--- src/rtl/id_track_ctrl_if.sv ---
// Request/response handshake bundle between a monitored AXI request channel
// (AW or AR), its response channel (B or R-last) and the ID tracking table.
interface id_track_ctrl_if #(
    parameter int unsigned IdWidth = 4
);

    logic               req_valid_i;
    logic               req_ready_o;
    logic [IdWidth-1:0] req_id_i;
    logic               rsp_valid_i;
    logic [IdWidth-1:0] rsp_id_i;

    // Monitor side: presents observed requests/responses, sees table readiness
    modport master (
        output req_valid_i,
        output req_id_i,
        output rsp_valid_i,
        output rsp_id_i,
        input  req_ready_o
    );

    // Table side
    modport slave (
        input  req_valid_i,
        input  req_id_i,
        input  rsp_valid_i,
        input  rsp_id_i,
        output req_ready_o
    );

endinterface

--- src/rtl/id_track_ctrl.sv ---
// Per-ID head/tail tracking table for the AXI monitor.
// Each entry tracks one outstanding ID: FREE -> ACTIVE -> EXPIRED, with an
// outstanding-transaction counter and a response-budget timer. Allocation and
// readiness are decided from registered table state only, so an entry freed
// by a response cannot be reused until the following cycle.
module id_track_ctrl #(
    parameter  int unsigned NumIds  = 4,
    parameter  int unsigned IdWidth = 4,
    parameter  int unsigned MaxTxns = 8,
    parameter  int unsigned Budget  = 16,
    localparam int unsigned IdxW    = (NumIds > 1) ? $clog2(NumIds) : 1
) (
    input  logic               clk_i,
    input  logic               rst_i,
    id_track_ctrl_if.slave     bus,
    input  logic               clr_i,
    output logic               timeout_o,
    output logic [IdxW-1:0]    timeout_idx_o,
    output logic [IdWidth-1:0] timeout_id_o,
    output logic               rsp_err_o,
    output logic               full_o
);

    localparam int unsigned CntW = $clog2(MaxTxns + 1);
    localparam int unsigned TmrW = $clog2(Budget + 1);

    localparam logic [CntW-1:0] CntMax = CntW'(MaxTxns);
    localparam logic [CntW-1:0] CntOne = CntW'(1);
    localparam logic [TmrW-1:0] TmrMax = TmrW'(Budget);
    localparam logic [TmrW-1:0] TmrOne = TmrW'(1);

    typedef enum logic [1:0] {
        ST_FREE    = 2'd0,
        ST_ACTIVE  = 2'd1,
        ST_EXPIRED = 2'd2
    } entry_state_e;

    // Table state
    entry_state_e       state_q [NumIds];
    entry_state_e       state_d [NumIds];
    logic [IdWidth-1:0] id_q    [NumIds];
    logic [IdWidth-1:0] id_d    [NumIds];
    logic [CntW-1:0]    cnt_q   [NumIds];
    logic [CntW-1:0]    cnt_d   [NumIds];
    logic [TmrW-1:0]    timer_q [NumIds];
    logic [TmrW-1:0]    timer_d [NumIds];

    // Registered reporting
    logic               timeout_q,     timeout_d;
    logic [IdxW-1:0]    timeout_idx_q, timeout_idx_d;
    logic [IdWidth-1:0] timeout_id_q,  timeout_id_d;
    logic               rsp_err_q,     rsp_err_d;

    // Lookup results
    logic [NumIds-1:0]  free_vec;
    logic [NumIds-1:0]  req_match;
    logic [NumIds-1:0]  rsp_match;
    logic [NumIds-1:0]  acc_sel;
    logic               free_any;
    logic [IdxW-1:0]    free_idx;
    logic               req_hit;
    logic [IdxW-1:0]    req_hit_idx;
    logic               rsp_hit;
    logic               req_ready;
    logic               accept;

    // ID match vectors against the registered table
    always_comb begin
        free_vec  = '0;
        req_match = '0;
        rsp_match = '0;
        for (int unsigned i = 0; i < NumIds; i++) begin
            free_vec[i]  = (state_q[i] == ST_FREE);
            req_match[i] = !free_vec[i] && (id_q[i] == bus.req_id_i);
            rsp_match[i] = !free_vec[i] && (id_q[i] == bus.rsp_id_i);
        end
    end

    // Lowest FREE slot, matching slot, readiness and per-entry accept select
    always_comb begin
        free_any    = 1'b0;
        free_idx    = '0;
        req_hit_idx = '0;
        for (int unsigned i = 0; i < NumIds; i++) begin
            if (free_vec[i] && !free_any) begin
                free_any = 1'b1;
                free_idx = IdxW'(i);
            end
            if (req_match[i]) begin
                req_hit_idx = IdxW'(i);
            end
        end
        req_hit   = |req_match;
        rsp_hit   = |rsp_match;
        req_ready = req_hit ? (cnt_q[req_hit_idx] < CntMax) : free_any;
        accept    = bus.req_valid_i && req_ready;
        acc_sel   = '0;
        for (int unsigned i = 0; i < NumIds; i++) begin
            acc_sel[i] = accept && (req_hit ? req_match[i] : (IdxW'(i) == free_idx));
        end
    end

    // Per-entry next state: response beats accept, clear beats timer aging
    always_comb begin
        for (int unsigned i = 0; i < NumIds; i++) begin
            state_d[i] = state_q[i];
            id_d[i]    = id_q[i];
            cnt_d[i]   = cnt_q[i];
            timer_d[i] = timer_q[i];

            if (acc_sel[i] && bus.rsp_valid_i && rsp_match[i]) begin
                // Request and response cancel; the entry is never freed here
                state_d[i] = ST_ACTIVE;
                timer_d[i] = '0;
            end else if (bus.rsp_valid_i && rsp_match[i]) begin
                cnt_d[i]   = cnt_q[i] - CntOne;
                timer_d[i] = '0;
                if (cnt_d[i] == '0) begin
                    state_d[i] = ST_FREE;
                    id_d[i]    = '0;
                end else begin
                    state_d[i] = ST_ACTIVE;
                end
            end else if (state_q[i] == ST_FREE) begin
                if (acc_sel[i]) begin
                    state_d[i] = ST_ACTIVE;
                    id_d[i]    = bus.req_id_i;
                    cnt_d[i]   = CntOne;
                    timer_d[i] = '0;
                end
            end else begin
                if (acc_sel[i]) begin
                    cnt_d[i] = cnt_q[i] + CntOne;
                end
                if (state_q[i] == ST_EXPIRED) begin
                    if (clr_i) begin
                        state_d[i] = ST_ACTIVE;
                        timer_d[i] = '0;
                    end
                end else begin
                    timer_d[i] = (timer_q[i] == TmrMax) ? TmrMax : timer_q[i] + TmrOne;
                    if (timer_d[i] == TmrMax) begin
                        state_d[i] = ST_EXPIRED;
                    end
                end
            end
        end
    end

    // Timeout report from next state (lowest EXPIRED entry) and error pulse
    always_comb begin
        timeout_d     = 1'b0;
        timeout_idx_d = '0;
        timeout_id_d  = '0;
        for (int unsigned i = 0; i < NumIds; i++) begin
            if ((state_d[i] == ST_EXPIRED) && !timeout_d) begin
                timeout_d     = 1'b1;
                timeout_idx_d = IdxW'(i);
                timeout_id_d  = id_d[i];
            end
        end
        rsp_err_d = bus.rsp_valid_i && !rsp_hit;
    end

    // State registers with synchronous reset
    always_ff @(posedge clk_i) begin
        if (rst_i) begin
            for (int unsigned i = 0; i < NumIds; i++) begin
                state_q[i] <= ST_FREE;
                id_q[i]    <= '0;
                cnt_q[i]   <= '0;
                timer_q[i] <= '0;
            end
            timeout_q     <= 1'b0;
            timeout_idx_q <= '0;
            timeout_id_q  <= '0;
            rsp_err_q     <= 1'b0;
        end else begin
            for (int unsigned i = 0; i < NumIds; i++) begin
                state_q[i] <= state_d[i];
                id_q[i]    <= id_d[i];
                cnt_q[i]   <= cnt_d[i];
                timer_q[i] <= timer_d[i];
            end
            timeout_q     <= timeout_d;
            timeout_idx_q <= timeout_idx_d;
            timeout_id_q  <= timeout_id_d;
            rsp_err_q     <= rsp_err_d;
        end
    end

    assign bus.req_ready_o = req_ready;
    assign full_o          = !free_any;
    assign timeout_o       = timeout_q;
    assign timeout_idx_o   = timeout_idx_q;
    assign timeout_id_o    = timeout_id_q;
    assign rsp_err_o       = rsp_err_q;

endmodule
--- src/flat_wrapper.sv ---
// flat-port wrapper written by rule: the top's interface ports become plain ports
module id_track_ctrl_flat 
#(
    parameter  int unsigned NumIds  = 4,
    parameter  int unsigned IdWidth = 4,
    parameter  int unsigned MaxTxns = 8,
    parameter  int unsigned Budget  = 16,
    localparam int unsigned IdxW    = (NumIds > 1) ? $clog2(NumIds) : 1
)
  (clk_i, rst_i, clr_i, timeout_o, timeout_idx_o, timeout_id_o, rsp_err_o, full_o, bus_req_valid_i, bus_req_id_i, bus_rsp_valid_i, bus_rsp_id_i, bus_req_ready_o);
  id_track_ctrl_if #(.IdWidth(IdWidth)) bus_i ();
  input  logic clk_i;
  input  logic rst_i;
  input  logic clr_i;
  output logic timeout_o;
  output logic [IdxW-1:0] timeout_idx_o;
  output logic [IdWidth-1:0] timeout_id_o;
  output logic rsp_err_o;
  output logic full_o;
  input wire logic [$bits(bus_i.req_valid_i)-1:0] bus_req_valid_i;
  input wire logic [$bits(bus_i.req_id_i)-1:0] bus_req_id_i;
  input wire logic [$bits(bus_i.rsp_valid_i)-1:0] bus_rsp_valid_i;
  input wire logic [$bits(bus_i.rsp_id_i)-1:0] bus_rsp_id_i;
  output wire logic [$bits(bus_i.req_ready_o)-1:0] bus_req_ready_o;
  assign bus_i.req_valid_i = bus_req_valid_i;
  assign bus_i.req_id_i = bus_req_id_i;
  assign bus_i.rsp_valid_i = bus_rsp_valid_i;
  assign bus_i.rsp_id_i = bus_rsp_id_i;
  assign bus_req_ready_o = bus_i.req_ready_o;
  id_track_ctrl #(.NumIds(NumIds), .IdWidth(IdWidth), .MaxTxns(MaxTxns), .Budget(Budget)) u_core (.clk_i(clk_i), .rst_i(rst_i), .bus(bus_i), .clr_i(clr_i), .timeout_o(timeout_o), .timeout_idx_o(timeout_idx_o), .timeout_id_o(timeout_id_o), .rsp_err_o(rsp_err_o), .full_o(full_o));
endmodule
--- config.mk ---
export PLATFORM = sky130hd
export DESIGN_NAME = id_track_ctrl_flat
export DESIGN_NICKNAME = d
export VERILOG_FILES = /design/src/rtl/id_track_ctrl_if.sv /design/src/rtl/id_track_ctrl.sv /design/src/flat_wrapper.sv
export SDC_FILE = /design/constraint.sdc
export NUM_CORES = 1
export LEC_CHECK = 0
export CAP_MARGIN = 10
export CORE_ASPECT_RATIO = 0.9
export CORE_UTILIZATION = 47
export CTS_CLUSTER_DIAMETER = 60
export DETAILED_ROUTE_END_ITERATION = 7
export SYNTH_ARGS = -nofsm -noshare
export SYNTH_HDL_FRONTEND = slang
export SYNTH_SLANG_ARGS = --single-unit
--- constraint.sdc ---
create_clock -name clk_i -period 7.3 [get_ports clk_i]
set_input_delay 1.095 -clock clk_i [delete_from_list [all_inputs] [get_ports clk_i]]
set_output_delay 1.095 -clock clk_i [all_outputs]
set_load 0.01 [all_outputs]
; Word-level counts from Yosys, hierarchy flattened
; Memory sizes are Yosys's and may differ from the RTL's.
; Index checks and enable logic that the tools add are counted.
; W data, S select, Z words.
[word_totals]
mem_bits_rw = 60
word_cells = 264
out_inout_bits = 10
input_bits = 13
regBits = 8
n_memories = 4
[classes]
reduce_logical = 55
n_addsub = 12
eq_ne = 27
magnitude_cmp = 1
n_bitwise = 16
n_mux = 145
[memory_table]
columns = memory, words, width, rd, rd_clocked_by_memory_dff, write_ports, line
row1 = u_core.timer_q, 4, 5, 4, 0, 4, id_track_ctrl.sv:45  ; logic [TmrW-1:0] timer_q [NumIds];
row2 = u_core.cnt_q, 4, 4, 5, 0, 4, id_track_ctrl.sv:43  ; logic [CntW-1:0] cnt_q [NumIds];
row3 = u_core.id_q, 4, 4, 4, 0, 4, id_track_ctrl.sv:41  ; logic [IdWidth-1:0] id_q [NumIds];
row4 = u_core.state_q, 4, 2, 4, 0, 4, id_track_ctrl.sv:39  ; entry_state_e state_q [NumIds];
[op_table]
columns = op, n
row1 = $mux W4, 52
row2 = $mux W5, 32
row3 = $mux W2, 38
row4 = $eq A5 B5 Y1 const B, 8
row5 = $eq A4 B4 Y1, 8
row6 = $logic_and A1 B1 Y1, 32
row7 = $mux W1, 23
row8 = $add A5 B1 Y5 const B, 4
row9 = $add A4 B1 Y4 const B, 4
row10 = $eq A2 B2 Y1 const B, 8
row11 = $logic_not A4 Y1, 4
row12 = $or A1 B1 Y1, 16
row13 = $sub A4 B1 Y4 const B, 4
row14 = $logic_not A1 Y1, 12
row15 = $logic_not A2 Y1, 5
row16 = $reduce_or A4 Y1, 2
row17 = $eq A2 B2 Y1 const A, 2
row18 = $lt A4 B4 Y1 const B, 1
row19 = $eq A1 B2 Y1 const A, 1

; Depth between registers and ports, before layout
; Gate-level depths: netlist of the first run.
; An unclocked memory read counts as a cell.
[logic_depth]
ltp_word = 30
depth_mapped = 11
mapped_depth_nobuf = 10

; Worst setup path before layout of the first run
; Ideal clock, no wire load.
[synth_timing]
kind = input -> output
start = input bus_req_id_i[3]
end = output bus_req_ready_o
setup_slack_ns = 3.701
stages = 6
n_path_buf = 1
required_ns = 6.205
arrival_ns = 2.504
cell_sequence = buf_2 > xor2_1 > nor4_4 > o21ai_0 > a311o_1 > a21o_1
[synth_via]
elab_chain_len = 8
word_cells_on_any_way = 15
classes_between = order compare: 1 / eq/ne: 4 / mux: 4 / reduce/logical: 5 / memory: 1
[synth_rtl]
columns = item, line
row1 = "start, declared", flat_wrapper.sv:21  ; input wire logic [$bits(bus_i.req_id_i)-1:0] bus_req_id_i;
row2 = $eq A4 B4 Y1, id_track_ctrl.sv:74  ; req_match[i] = !free_vec[i] && (id_q[i] == bus.req_id_i);
row3 = $logic_and A1 B1 Y1, id_track_ctrl.sv:74
row4 = $mux W1, id_track_ctrl.sv:89  ; if (req_match[i]) begin
row5 = $mux W2 (2 in a row), id_track_ctrl.sv:89
row6 = $mem_v2 Z4 W4, -
row7 = $lt A4 B4 Y1, id_track_ctrl.sv:95  ; req_ready = req_hit ? (cnt_q[req_hit_idx] < CntMax) : free_any;
row8 = $mux W1 (*), id_track_ctrl.sv:95
row9 = "end, declared", flat_wrapper.sv:24  ; output wire logic [$bits(bus_i.req_ready_o)-1:0] bus_req_ready_o;
; Every way passes the cells marked *; elsewhere a longest branch is shown, timed or not.

; Worst setup path in the final report of the first run
[layout_timing]
start = input bus_req_id_i[1]
end = output bus_req_ready_o
; Same word-level chain as after synthesis.

==> results.cfg, run 1 <==
[run_status]
result_of_the_run = finished clean

[synth]
yosys-top-cells-count = sky130_fd_sc_hd__dfxtp_1 (68), sky130_fd_sc_hd__nand2_1 (68), sky130_fd_sc_hd__nor2_1 (51), sky130_fd_sc_hd__a21oi_1 (43), sky130_fd_sc_hd__inv_1 (28)
yosys-top-cells-area = sky130_fd_sc_hd__dfxtp_1 (28%), sky130_fd_sc_hd__nand2_1 (5.3%), sky130_fd_sc_hd__ha_1 (5.2%)
ys_dominant_reg_cell = sky130_fd_sc_hd__dfxtp_1
number_of_enable_flip_flop_cells_after_synthesis = 0
number_of_register_bits_inferred_by_synthesis = 68
yosysWarnings = 0
postSynth.asyncResetShare_pct = 0
syn-instance-count = 607
synth-seq-area-share_pct = 28.4
mappedNetlistArea_sq_um = 4790
synth.top_cell.area_share_pct = 28.4
total_nets_after_synthesis = 640
yosys.cell_types.count = 78
synth_top_cell_by_area = sky130_fd_sc_hd__dfxtp_1
avgSynthCellArea_sq_um = 7.89

[layout]
areaGrowthSynthToFinish_pct = 11.7
fin_nets = 644
number_of_antenna_cells_inserted = 0
final_area_sq_um = 5360
drive_above_1_share_pct = 7.14
layout.filler_cells = 955

[floorplan]
row_count = 34
initial_core_util_pct = 49.0
fp.dieH_um = 97.8
ios = 23
die_area_sq_um = 10600
die_w_um = 108
core_area_sq_um = 9780

[critical_path]
required_ns = 6.20
rr_startpoint = u_core.state_q[1][0]$_SDFF_PP0_
setup.worst_path.class = in -> out
reg2reg_to = u_core.timeout_id_o[3]$_SDFF_PP0_
cpMaxStageDelayCell = sky130_fd_sc_hd__clkdlybuf4s50_1
timing.critical_path.arrival_ns = 3.72
worst_setup_path_startpoint = bus_req_id_i[1]
critical_path.startpoint_type = primary input
cp_slowest_stage_delay_ns = 0.73
reg2reg_setup_slack_ns = 3.78
crit_fanout = 8
cp_cell_sequence = clkdlybuf4s50_1, xnor2_1, nand2_1, nor3_2, a311o_1, a21o_1, clkdlybuf4s50_1
timing.reg2reg.worst_path_depth = 8
element_type_at_the_critical_path_end = primary output
critical-path-top-cell-by-count = sky130_fd_sc_hd__clkdlybuf4s50_1

[grt]
grt_pass1_wl_um = 21500
grt-ovfl-total = 0
grt_max_degree = 40
groute.usage.overall_pct = 26.1
met2_usage_pct = 39.6
grtUsageMet3_pct = 5.41
vias_in_the_first_global_route = 4211
grt_antenna_before_repair = 0
busiest_layer = met2
globalRouteMet1Util_pct = 35.1

[sta]
setup-violations-final = 0
final_max_slew_viol_count = 0
period_utilization_pct = 66.0
fmax_mhz = 208
maxSlewHeadroom_pct = 45.4
final_worst_path_period_need_ns = 4.82
setup_tns_ns = 0
fin_skew_ns = 0.00644
report.final.hold_viol_count = 0
worstMarginPinSlew_ns = 0.816
grt_setup_unrepaired = false
setup_ws_ns = 2.48

[power]
pwr-share-comb_pct = 12.8
worst_ir_drop_vdd_v = 0.000137
p_clk_share_pct = 46.3
power_switching_w = 0.000260
seq_power_share_pct = 40.8
switching_share_pct = 26.8
power.density_nw_per_um2 = 181
cellLeakagePower_nw = 1.88
power.internal_w = 0.000710

[placed_design]
place_area_sq_um = 5050
place.gp.congestion = 0.871
detailedPlacementHpwl_um = 9480
place_ws_ns = 2.47
placement.io_buffers = 22

[worst_hold_path]
min_path_type = reg -> reg
holdPathEnd = u_core.timer_q[0][19]$_SDFFE_PP0P_
hold_path_startpoint = u_core.timer_q[0][19]$_SDFFE_PP0P_
min_delay_path_depth = 2

[clocking]
ctsHoldBuffers = 0
clock_latency_ns = 0.34
cts.htree.levels = 3
cts_root_buf = sky130_fd_sc_hd__clkbuf_16
clock-sinks = 68
post_cts.repair.setup_buffers = 0
clk_pin_slew_worst_paths_ns = 0.06
cts_tree = done
clock_buffers_created_by_tritoncts = 9
clockBufferDepth = 2
cts_repair_resize_count = 0

[routing]
drc_errors = 0
drt-total-wl_um = 13000
antenna_violating_nets_post_route = 0
route.detailed.vias_per_inst = 6.13
dr.pass1.iters = 5
detail_route.wl_per_cell_um = 17.6
vias = 4551
first_iter_violations = 396

[flow_run]
cap_viol_max_count = 0
kinds of logic (layout without fill, tap and decap cells):
group / count (synthesis) / after routing / synth area share [%]
DFF: 68 / 68 / 28.4
muxes: 14 / 14 / 3.05
AOI/OAI and AO/OA: 165 / 165 / 25.2
and+or+nand+nor: 235 / 235 / 24.8
adders and majority gates: 20 / 20 / 5.22
buffers and inverters: 60 / 69 / 5.14
xor gates and xnor gates: 45 / 45 / 8.22
worst max-delay path, delay by kind of cell:
family | cells | cell delay, ns
and+or+nand+nor | 2 | 0.67
xor gates and xnor gates | 1 | 0.18
buffers and inverters | 2 | 1.26
AOI/OAI and AO/OA | 2 | 0.51
per-stage QoR:
stage,hold WS [ns],instances,util (%),power [W]
global route,0.508,742,54.7,0.00101
global placement,0.476,726,51.6,0.000525
CTS,0.483,742,54.7,0.000979
detailed placement,0.475,726,51.6,0.000527
finish,0.482,742,54.7,0.000971
floorplan,0.452,607,-,0.000491
routing by layer:
metal	routed length, um	share of wire, %
met1	6100	47
met2	5820	45
met3	696	5.3
met4	418	3.2
met5	0	0
power groups by stage:
stage | clock network, W | logic (W) | registers (W)
2_1_floorplan | 0 | 0.0000930 | 0.000398
3_3_place_gp | 0 | 0.000121 | 0.000404
3_5_place_dp | 0 | 0.000122 | 0.000404
4_1_cts | 0.000459 | 0.000123 | 0.000396
5_1_grt | 0.000479 | 0.000137 | 0.000398
6_report | 0.000450 | 0.000124 | 0.000396
state kept, by name, indices dropped and copies added, names as in the netlist:
signal                count
u_core.timer_q           20
u_core.cnt_q             16
u_core.id_q              16
u_core.state_q            8
u_core.timeout_id_o       4
u_core.timeout_idx_o      2
u_core.rsp_err_o          1
u_core.timeout_o          1
worst max path at each step:
| stage | end | slack [ns] | cells past startpoint |
|---|---|---|---|
| after floorplan | bus_req_ready_o | 3.70 | 6 |
| after global placement | bus_req_ready_o | 2.56 | 7 |
| after detailed placement | bus_req_ready_o | 2.47 | 7 |
| after CTS | bus_req_ready_o | 2.47 | 7 |
| after global routing | bus_req_ready_o | 2.34 | 7 |
| final | bus_req_ready_o | 2.48 | 7 |
area by class of cell:
| class | instances | area (sq um) | share of cell area [%] |
|---|---|---|---|
| timing repair buffer | 25 | 243 | 4.53 |
| clock buffer | 12 | 256 | 4.79 |
| tap | 126 | 158 | 2.94 |
| inverter | 28 | 105 | 1.96 |
| sequential | 68 | 1360 | 25.4 |
| multi-input combinational | 479 | 3180 | 59.5 |
| clock inverter | 4 | 47.5 | 0.888 |
placed cells by master, fill, tap and decap left out, types with 6 or more instances in the layout:
| cell | synthesis | final |
|---|---|---|
| sky130_fd_sc_hd__ha_1 | 20 | 20 |
| sky130_fd_sc_hd__a211oi_1 | 7 | 7 |
| sky130_fd_sc_hd__nand3_1 | 26 | 26 |
| sky130_fd_sc_hd__mux2i_1 | 9 | 9 |
| sky130_fd_sc_hd__xor2_1 | 19 | 19 |
| sky130_fd_sc_hd__nand2b_1 | 10 | 10 |
| sky130_fd_sc_hd__xnor2_1 | 26 | 26 |
| sky130_fd_sc_hd__and3_1 | 10 | 10 |
| sky130_fd_sc_hd__o211ai_1 | 7 | 7 |
| sky130_fd_sc_hd__o21ai_0 | 16 | 16 |
| sky130_fd_sc_hd__or2_2 | 6 | 6 |
| sky130_fd_sc_hd__nor3_1 | 20 | 20 |
| sky130_fd_sc_hd__a21oi_1 | 43 | 43 |
| sky130_fd_sc_hd__a31oi_1 | 12 | 12 |
| sky130_fd_sc_hd__clkbuf_16 | 0 | 9 |
| sky130_fd_sc_hd__a311oi_1 | 11 | 11 |
| sky130_fd_sc_hd__o31ai_1 | 7 | 7 |
| sky130_fd_sc_hd__clkdlybuf4s50_1 | 0 | 22 |
| sky130_fd_sc_hd__nor2_1 | 51 | 51 |
| sky130_fd_sc_hd__nand2_1 | 68 | 68 |
| sky130_fd_sc_hd__nor2b_1 | 6 | 6 |
| sky130_fd_sc_hd__nor4_1 | 8 | 8 |
| sky130_fd_sc_hd__dfxtp_1 | 68 | 68 |
| sky130_fd_sc_hd__inv_1 | 28 | 28 |
| sky130_fd_sc_hd__nand4_1 | 6 | 6 |
Power figures use the tool's default switching activity.
==> inputs of run 2 (changes only) <==
==> constraint.sdc (replaced) <==
create_clock -name clk_i -period 4.5 [get_ports clk_i]
set_input_delay 0.675 -clock clk_i [delete_from_list [all_inputs] [get_ports clk_i]]
set_output_delay 0.675 -clock clk_i [all_outputs]
set_load 0.01 [all_outputs]
==> results.cfg, run 2 (synthesis results as in run 1) <==
[grt]
grt-ovfl-total = 0
grt_pass1_wl_um = 21300
grt_antenna_before_repair = 0
groute.usage.overall_pct = 25.8
grt_max_degree = 39
vias_in_the_first_global_route = 4200

[layout]
mostFrequentLayoutCells = sky130_fd_sc_hd__nand2_1 (68), sky130_fd_sc_hd__dfxtp_1 (68), sky130_fd_sc_hd__nor2_1 (51)
fin_nets = 649
multiInputGateArea_sq_um = 3180
layout.filler_cells = 951
final-instance-count-excl-fill = 746
number_of_antenna_cells_inserted = 0
max_flop_register = u_core.timer_q
areaGrowthSynthToFinish_pct = 12.5
largest_reg_flops = 20
top_regs = u_core.timer_q x20, u_core.cnt_q x16, u_core.id_q x16
drive_above_1_share_pct = 7.58
area.sequential_sq_um = 1360
fin_util_pct = 55.1

[placed_design]
post-place-cells = 731
place.gp.congestion = 0.877
detailedPlacementHpwl_um = 9430
placement.io_buffers = 22

[sta]
fmax_mhz = 251
fin_skew_ns = 0.00574
setup_tns_ns = 0
period_utilization_pct = 88.5
final_max_slew_viol_count = 0
final_worst_path_period_need_ns = 3.98
maxSlewHeadroom_pct = 50.3
report.final.hold_viol_count = 0
grt_setup_unrepaired = false
worstMarginPinSlew_ns = 0.737
setup-violations-final = 0

[clocking]
cts_tree = done
clock_buffers_created_by_tritoncts = 9
ctsHoldBuffers = 0
clock_latency_ns = 0.34
cts_root_buf = sky130_fd_sc_hd__clkbuf_16
clk_pin_slew_worst_paths_ns = 0.05
clock-sinks = 68
clockBufferDepth = 2
cts.htree.levels = 3
cts_repair_resize_count = 0
post_cts.repair.setup_buffers = 0

[routing]
route.detailed.vias_per_inst = 6.07
drc_errors = 0
routed.top_layer = met4
detail_route.wl_per_cell_um = 17.3
vias = 4531
dr_wl_met3_um = 407
post_route_met1_wirelength_um = 6320
drt-total-wl_um = 12900
first_iter_violations = 383
antenna_violating_nets_post_route = 0
met2WireLength_um = 5890
dr.pass1.iters = 5

[critical_path]
crit_fanout = 8
critical_path.startpoint_type = primary input
setup.worst_path.class = in -> out
timing.critical_path.arrival_ns = 3.31
required_ns = 3.83
element_type_at_the_critical_path_end = primary output

[floorplan]
ios = 23
row_count = 34
die_w_um = 108
core_area_sq_um = 9780
fp.dieH_um = 97.8
die_area_sq_um = 10600
initial_core_util_pct = 49.0

[worst_hold_path]
min_path_type = reg -> reg

[power]
worst_ir_drop_vdd_v = 0.000222
cellLeakagePower_nw = 1.90
power.density_nw_per_um2 = 292

[run_status]
result_of_the_run = finished clean

[flow_run]
cap_viol_max_count = 0
[run 2: worst max-delay path, cell delays in order]
cell                              delay (ns)
sky130_fd_sc_hd__clkdlybuf4s50_1        0.62
sky130_fd_sc_hd__xor2_1                 0.28
sky130_fd_sc_hd__nor4_4                 0.45
sky130_fd_sc_hd__o21ai_0                0.13
sky130_fd_sc_hd__a311o_1                0.46
sky130_fd_sc_hd__a21o_1                 0.21
sky130_fd_sc_hd__clkdlybuf4s50_1        0.47
[run 2: layer usage]
| metal | vias up | global-route usage (%) |
|---|---|---|
| met1 | 2145 | 34.9 |
| met5 | - | 0 |
| met4 | 0 | 9.77 |
| li1 | 2249 | - |
| met2 | 110 | 40.6 |
| met3 | 27 | 4.67 |
[run 2: layout make-up]
type	count	area share [%]
clock inverters	1	0.557
inverters	28	1.95
flip-flops and latches	68	25.2
well taps	126	2.92
repair buffers	30	5.20
clock buffers	14	5.08
multi-input cells	479	59.0
[run 2: worst paths after layout]
check / start / depth (start not counted) / slack [ns] / to
worst max register to register: u_core.state_q[1][0]$_SDFF_PP0_ / 9 / 1.36 / u_core.cnt_q[0][3]$_SDFFE_PP0P_
worst max-delay path: bus_req_id_i[1] / 7 / 0.52 / bus_req_ready_o
worst min-delay path: u_core.timer_q[0][19]$_SDFFE_PP0P_ / 2 / 0.49 / u_core.timer_q[0][19]$_SDFFE_PP0P_
worst min register to register: u_core.timer_q[0][19]$_SDFFE_PP0P_ / 2 / 0.49 / u_core.timer_q[0][19]$_SDFFE_PP0P_
[run 2: report_power, final]
group	switching (W)	internal, W
logic	0.000126	0.0000793
registers	0.0000254	0.000617
clock network	0.000256	0.000472
total	0.000408	0.00117
[run 2: metrics by stage]
step	power [W]	hold WS (ns)	setup WS (ns)	instance area [sq um]
2_1_floorplan	0.000797	0.452	1.54	4790
3_5_place_dp	0.000857	0.478	0.529	5090
5_1_grt	0.00164	0.510	0.423	5390
3_3_place_gp	0.000855	0.472	0.569	5090
6_report	0.00158	0.491	0.516	5390
4_1_cts	0.00159	0.486	0.554	5390
==> inputs of run 3 (changes only) <==
--- a/config.mk
+++ b/config.mk
@@ -10,6 +10,7 @@
 export CORE_UTILIZATION = 47
 export CTS_CLUSTER_DIAMETER = 60
 export DETAILED_ROUTE_END_ITERATION = 7
+export SLEW_MARGIN = 40
 export SYNTH_ARGS = -nofsm -noshare
 export SYNTH_HDL_FRONTEND = slang
 export SYNTH_SLANG_ARGS = --single-unit
==> results of run 3 <==
The final DEF is identical to that of run 2; final timing and power are the same.
